File: config.mk
export PLATFORM = sky130hd
export DESIGN_NAME = mem_ref_phase_sequencer
export DESIGN_NICKNAME = d
export VERILOG_FILES = /design/src/rtl/mem_ref_phase_sequencer.sv
export SDC_FILE = /design/constraint.sdc
export NUM_CORES = 1
export LEC_CHECK = 0
export CAP_MARGIN = 25
export CORE_AREA = 4 4 41 43
export CTS_BUF_LIST = sky130_fd_sc_hd__clkbuf_4
export DETAILED_ROUTE_END_ITERATION = 10
export DIE_AREA = 0 0 45 47
export PLACE_DENSITY = 0.73
export SYNTH_ARGS = -nofsm -noshare
export SYNTH_HDL_FRONTEND = slang
export SYNTH_SLANG_ARGS = --single-unit
File: constraint.sdc
create_clock -name clk -period 2.1 [get_ports clk]
set_input_delay 0.525 -clock clk [delete_from_list [all_inputs] [get_ports clk]]
set_output_delay 0.525 -clock clk [all_outputs]
set_load 0.01 [all_outputs]
File: src/rtl/mem_ref_phase_sequencer.sv
// Phase sequencer for PDP-8 memory-reference execution: six two-slot phases (ckN level, stbN strobe).
// Optional single-step gating is compiled in with `define SEQ_SINGLE_STEP_EN.
module mem_ref_phase_sequencer (
  input  logic       clk,
  input  logic       reset,
  input  logic       run,
  input  logic       start,
  input  logic       done,
`ifdef SEQ_SINGLE_STEP_EN
  input  logic       step_mode,
  input  logic       step,
`endif
  output logic       ck1,
  output logic       ck2,
  output logic       ck3,
  output logic       ck4,
  output logic       ck5,
  output logic       ck6,
  output logic       stb1,
  output logic       stb2,
  output logic       stb3,
  output logic       stb4,
  output logic       stb5,
  output logic       stb6,
  output logic       busy,
  output logic       seq_done,
  output logic       timeout,
  output logic [2:0] phase
);

  // Odd codes are the A slot of a phase, even non-zero codes the B slot.
  typedef enum logic [3:0] {
    S_IDLE = 4'd0,
    S_A1   = 4'd1,  S_B1 = 4'd2,
    S_A2   = 4'd3,  S_B2 = 4'd4,
    S_A3   = 4'd5,  S_B3 = 4'd6,
    S_A4   = 4'd7,  S_B4 = 4'd8,
    S_A5   = 4'd9,  S_B5 = 4'd10,
    S_A6   = 4'd11, S_B6 = 4'd12
  } state_e;

  state_e     state_q, state_d;
  logic       seq_done_q, seq_done_d;
  logic       timeout_q, timeout_d;
  logic       advance;
  logic [2:0] phase_w;
  logic [5:0] ck_vec;
  logic [5:0] stb_vec;

`ifdef SEQ_SINGLE_STEP_EN
  assign advance = ~step_mode | step;
`else
  assign advance = 1'b1;
`endif

  // NOTE: sequential state uses non-blocking assignments so every register samples pre-edge values.
  always_ff @(posedge clk) begin
    if (reset) begin
      state_q    <= S_IDLE;
      seq_done_q <= 1'b0;
      timeout_q  <= 1'b0;
    end else begin
      state_q    <= state_d;
      seq_done_q <= seq_done_d;
      timeout_q  <= timeout_d;
    end
  end

  // NOTE: every signal gets a default at the top of the comb block, so no path can infer a latch.
  always_comb begin
    state_d    = state_q;
    seq_done_d = 1'b0;
    timeout_d  = 1'b0;
    if (advance) begin
      if (state_q == S_IDLE) begin
        if (start && run) state_d = S_A1;
      end else if (done) begin
        state_d    = S_IDLE;
        seq_done_d = 1'b1;
      end else if (state_q == S_B6) begin
        state_d   = S_IDLE;
        timeout_d = 1'b1;
      end else begin
        state_d = state_e'(state_q + 4'd1);
      end
    end
  end

  // Phase number is ceil(code/2); strobe is the phase level gated by the B slot.
  always_comb begin
    phase_w = 3'((state_q + 4'd1) >> 1);
    ck_vec  = 6'b000000;
    if (phase_w != 3'd0) ck_vec = 6'b000001 << (phase_w - 3'd1);
    stb_vec = ((state_q != S_IDLE) && !state_q[0]) ? ck_vec : 6'b000000;
  end

  assign {ck6, ck5, ck4, ck3, ck2, ck1}       = ck_vec;
  assign {stb6, stb5, stb4, stb3, stb2, stb1} = stb_vec;
  assign busy     = (state_q != S_IDLE);
  assign phase    = phase_w;
  assign seq_done = seq_done_q;
  assign timeout  = timeout_q;

endmodule
==> impl_metrics.tcl <==
set metrics [dict create \
    relSlewSlack_pct 78.78 \
    final.hold.worst_slack_ns 0.6147 \
    first_iter_violations 12 \
    top_level_ports 23 \
    ctsRootBufferMaster "sky130_fd_sc_hd__clkbuf_4" \
    synth_seq_area_share_pct 25.13 \
    fp.coreArea_um2 1301 \
    drc_errors_left 0 \
    synthMuxAreaShare_pct 0 \
    intPower_uw 309.1 \
    max_clock_freq_mhz 433.8 \
    static-leakage-power_nw 0.4501 \
    utilization_pct 72.02 \
    cts_made_buffers 3 \
    synthesis.instances 57 \
    tritoncts_clock_tree "built" \
    avgRoutedWirePerCell_um 14.83 \
    critical_path.cell_chain "ha_4 -> xnor2_4 -> inv_4 -> nor2_4 -> ha_4 -> nand2b_4 -> nor3_2 -> buf_2" \
    worst_hold_path_type "reg2reg" \
    worst_clock_skew_ns 0.003823 \
    syn_nets 65 \
    clock_sinks 6 \
    synth-simple-area-share_pct 35.34 \
    dp.final_hpwl_um 1274 \
    slowest_stage "sky130_fd_sc_hd__dfxtp_4" \
    postCtsHoldBufs 0 \
    seq_power_share_pct 27.8 \
    yosys_warnings 0 \
    classification_of_the_worst_setup_path "reg2out" \
    slew_viol_final 0 \
    vias_per_cell 4.991 \
    synthesis.area_per_instance_um2 8.385 \
    cts-root-to-sink-buffers 2 \
    hold_violations 0 \
    setup_viol_count_final 12 \
    timing.final.crit_period_ns 2.305 \
    initial_utilization_pct 36.73 \
    worst_skew_late_latency_ns 0.24 \
    worst_ir_drop_vdd_uv 251.2 \
    yosys.area_share.adder_pct 7.853 \
    failed_checks "setup timing" \
    via_count 559 \
    critical_path_arrival_ns 1.78 \
    grt.total_usage_pct 18.26 \
    run_status "finished, violations left" \
    numPlacedInstances 107 \
    finalCritPeriodShare_pct 109.8 \
    netSwitchingFraction_pct 33.15 \
    drt_wl_total_um 1661 \
    max_stage_delay_ns 0.36 \
    largest_family_of_logic_cells_by_synthesized_area "simple AND/OR/NAND/NOR gates" \
    number_of_nets_with_antenna_violations_after_routing 0 \
    cp-start-kind "flop" \
    synth_compound_area_share_pct 13.61 \
    crit_top_cell "sky130_fd_sc_hd__ha_4" \
    worst_setup_hold_path_clk_slew_ns 0.05 \
    endpoint_kind "primary output" \
    vias_in_the_first_global_route 620 \
    die_width_um 45 \
    timing.final.ws_setup_ns -0.2052 \
    antenna_violations_before_repair 0 \
    cts.htree.levels 1 \
    power.share.combinational_pct 49.1 \
    yosys.cell_types.count 29 \
    global_route_wire_length_before_repair_um 2780 \
    globalRoute.totalOverflow 0 \
    power_per_cell_area_nw_per_um2 493.3 \
    setup-tns-final_ns -1.680 \
    worst_ep_required_time_ns 1.57 \
    fill_cells 102 \
    nets 107 \
    synthXorXnorAreaFrac_pct 9.424 \
    grt_setup_unrepaired "yes" \
    max_slew.worst_pin.slew_ns 0.3139 \
    die_height_um 47 \
    final_cell_count_no_fill 112 \
    gpl.final_weighted_congestion 0.7493 \
    design.die.area_um2 2115 \
    drv.max_cap_violation_count 0 \
    drt_pass1_iterations 4 \
    worst-path-max-fanout 5 \
    number_of_register_bits_inferred_by_synthesis 6 \
    num_rows 13 \
    clkPwrFrac_pct 23.1 \
    port-buffer-count 22 \
    synth.cell_area_um2 478.0 \
    minimum_setup_slack_after_placement_ns -0.5132 \
    grt_start_max_net_pins 9 \
    n_antenna_cell 0 \
    syn_to_final_growth_pct 96.07 \
    total_switching_power_uw 153.2 \
    drive_gt1_share_pct 55.67 \
]
-- metrics by stage --
step | cell area [um^2] | power (mW)
floorplan | 521.8 | 0.2197
global placement | 869.6 | 0.3119
detailed placement | 869.6 | 0.3162
CTS | 875.8 | 0.4363
global route | 937.1 | 0.4942
finish | 937.1 | 0.4623
-- flip-flops by register name, indices dropped and copies added (netlist names) --
name / cells
seq_done: 1
state_q: 4
timeout: 1
-- power by group through the flow --
stage / sequential, mW / combinational, mW / clock (mW)
2_1_floorplan: 0.130 / 0.0893 / 0
3_3_place_gp: 0.130 / 0.182 / 0
3_5_place_dp: 0.131 / 0.185 / 0
4_1_cts: 0.128 / 0.197 / 0.111
5_1_grt: 0.129 / 0.247 / 0.119
6_report: 0.129 / 0.227 / 0.107
-- synthesized netlist by cell type --
library cell | instances | area [um^2]
sky130_fd_sc_hd__nor2_1 | 7 | 26.28
sky130_fd_sc_hd__dfxtp_1 | 6 | 120.1
sky130_fd_sc_hd__nand2_1 | 5 | 18.77
sky130_fd_sc_hd__inv_1 | 4 | 15.01
sky130_fd_sc_hd__and2_1 | 3 | 18.77
sky130_fd_sc_hd__ha_1 | 3 | 37.54
sky130_fd_sc_hd__a21oi_1 | 2 | 10.01
sky130_fd_sc_hd__and3_1 | 2 | 12.51
sky130_fd_sc_hd__nand3_1 | 2 | 10.01
sky130_fd_sc_hd__nor3_1 | 2 | 10.01
sky130_fd_sc_hd__o311a_1 | 2 | 20.02
sky130_fd_sc_hd__xnor2_1 | 2 | 17.52
sky130_fd_sc_hd__a2111oi_1 | 1 | 10.01
sky130_fd_sc_hd__a211o_1 | 1 | 8.760
sky130_fd_sc_hd__a21boi_1 | 1 | 7.510
sky130_fd_sc_hd__and3_4 | 1 | 11.26
sky130_fd_sc_hd__and4b_1 | 1 | 10.01
sky130_fd_sc_hd__buf_2 | 1 | 5.000
sky130_fd_sc_hd__buf_6 | 1 | 11.26
sky130_fd_sc_hd__inv_2 | 1 | 3.750
sky130_fd_sc_hd__inv_4 | 1 | 6.260
sky130_fd_sc_hd__nand2b_1 | 1 | 6.260
sky130_fd_sc_hd__nor2b_1 | 1 | 6.260
sky130_fd_sc_hd__nor3_2 | 1 | 10.01
sky130_fd_sc_hd__nor3b_1 | 1 | 7.510
sky130_fd_sc_hd__nor3b_2 | 1 | 12.51
sky130_fd_sc_hd__nor4b_1 | 1 | 8.760
sky130_fd_sc_hd__o32ai_1 | 1 | 8.760
sky130_fd_sc_hd__xnor2_4 | 1 | 27.53
-- worst max-delay path: cells and delay by family, from the launching register on --
kind	cells	cell delay [ns]
flops	1	0.36
simple gates	3	0.40
buf+inv	2	0.19
fa+ha+maj	2	0.40
xor+xnor	1	0.17
-- cell families (layout without fill, tap and decap cells) --
group,after synthesis,count (layout)
adders and majority gates,3,3
and+or+nand+nor,29,29
DFF,6,6
buffers and inverters,8,48
AOI/OAI and AO/OA,8,8
xor gates and xnor gates,3,3
-- cells in the final DEF (no fill, tap or decap), types with 3 or more instances in the layout --
cell                              Yosys  final
sky130_fd_sc_hd__ha_4                 0      3
sky130_fd_sc_hd__clkdlybuf4s50_1      0      6
sky130_fd_sc_hd__dlygate4sd2_1        0      3
sky130_fd_sc_hd__buf_6                1      5
sky130_fd_sc_hd__nand2_1              5      5
sky130_fd_sc_hd__nor3_2               1      3
sky130_fd_sc_hd__buf_4                0     15
sky130_fd_sc_hd__clkbuf_4             0      3
sky130_fd_sc_hd__dfxtp_1              6      3
sky130_fd_sc_hd__inv_1                4      4
sky130_fd_sc_hd__buf_2                1      7
sky130_fd_sc_hd__nor2_1               7      5
-- cell type report --
class                      count  area [um^2]  share of cell area (%)
sequential                     6        128.9                   13.75
timing repair buffer          39        327.8                   34.98
clock buffer                   3        22.52                   2.403
inverter                       6        25.02                   2.670
multi-input combinational     43        414.1                   44.19
tap                           15        18.77                   2.003
-- final timing paths --
check                                 from          to  slack [ns]  cells past startpoint
worst max-delay path            state_q[0]        stb1       -0.21                      8
worst min-delay path            state_q[0]  state_q[0]        0.61                      3
worst max register to register  state_q[0]  state_q[0]        0.50                      7
worst min register to register  state_q[0]  state_q[0]        0.61                      3
-- layer usage --
metal / track usage, % / part of all wire [%] / vias up
met5: 0 / 0 / -
met4: 7.018 / 1.1 / 0
li1: - / - / 280
met3: 7.280 / 8.2 / 2
met1: 20.73 / 40 / 256
met2: 30.79 / 51 / 21
-- repair_timing --
action                                  CTS  global route
endpoints found under the setup margin   16            13
gates resized for setup                  57            15
setup buffers                             1             1
pin swaps                                 8             2
(Power assumes the default switching activity.)
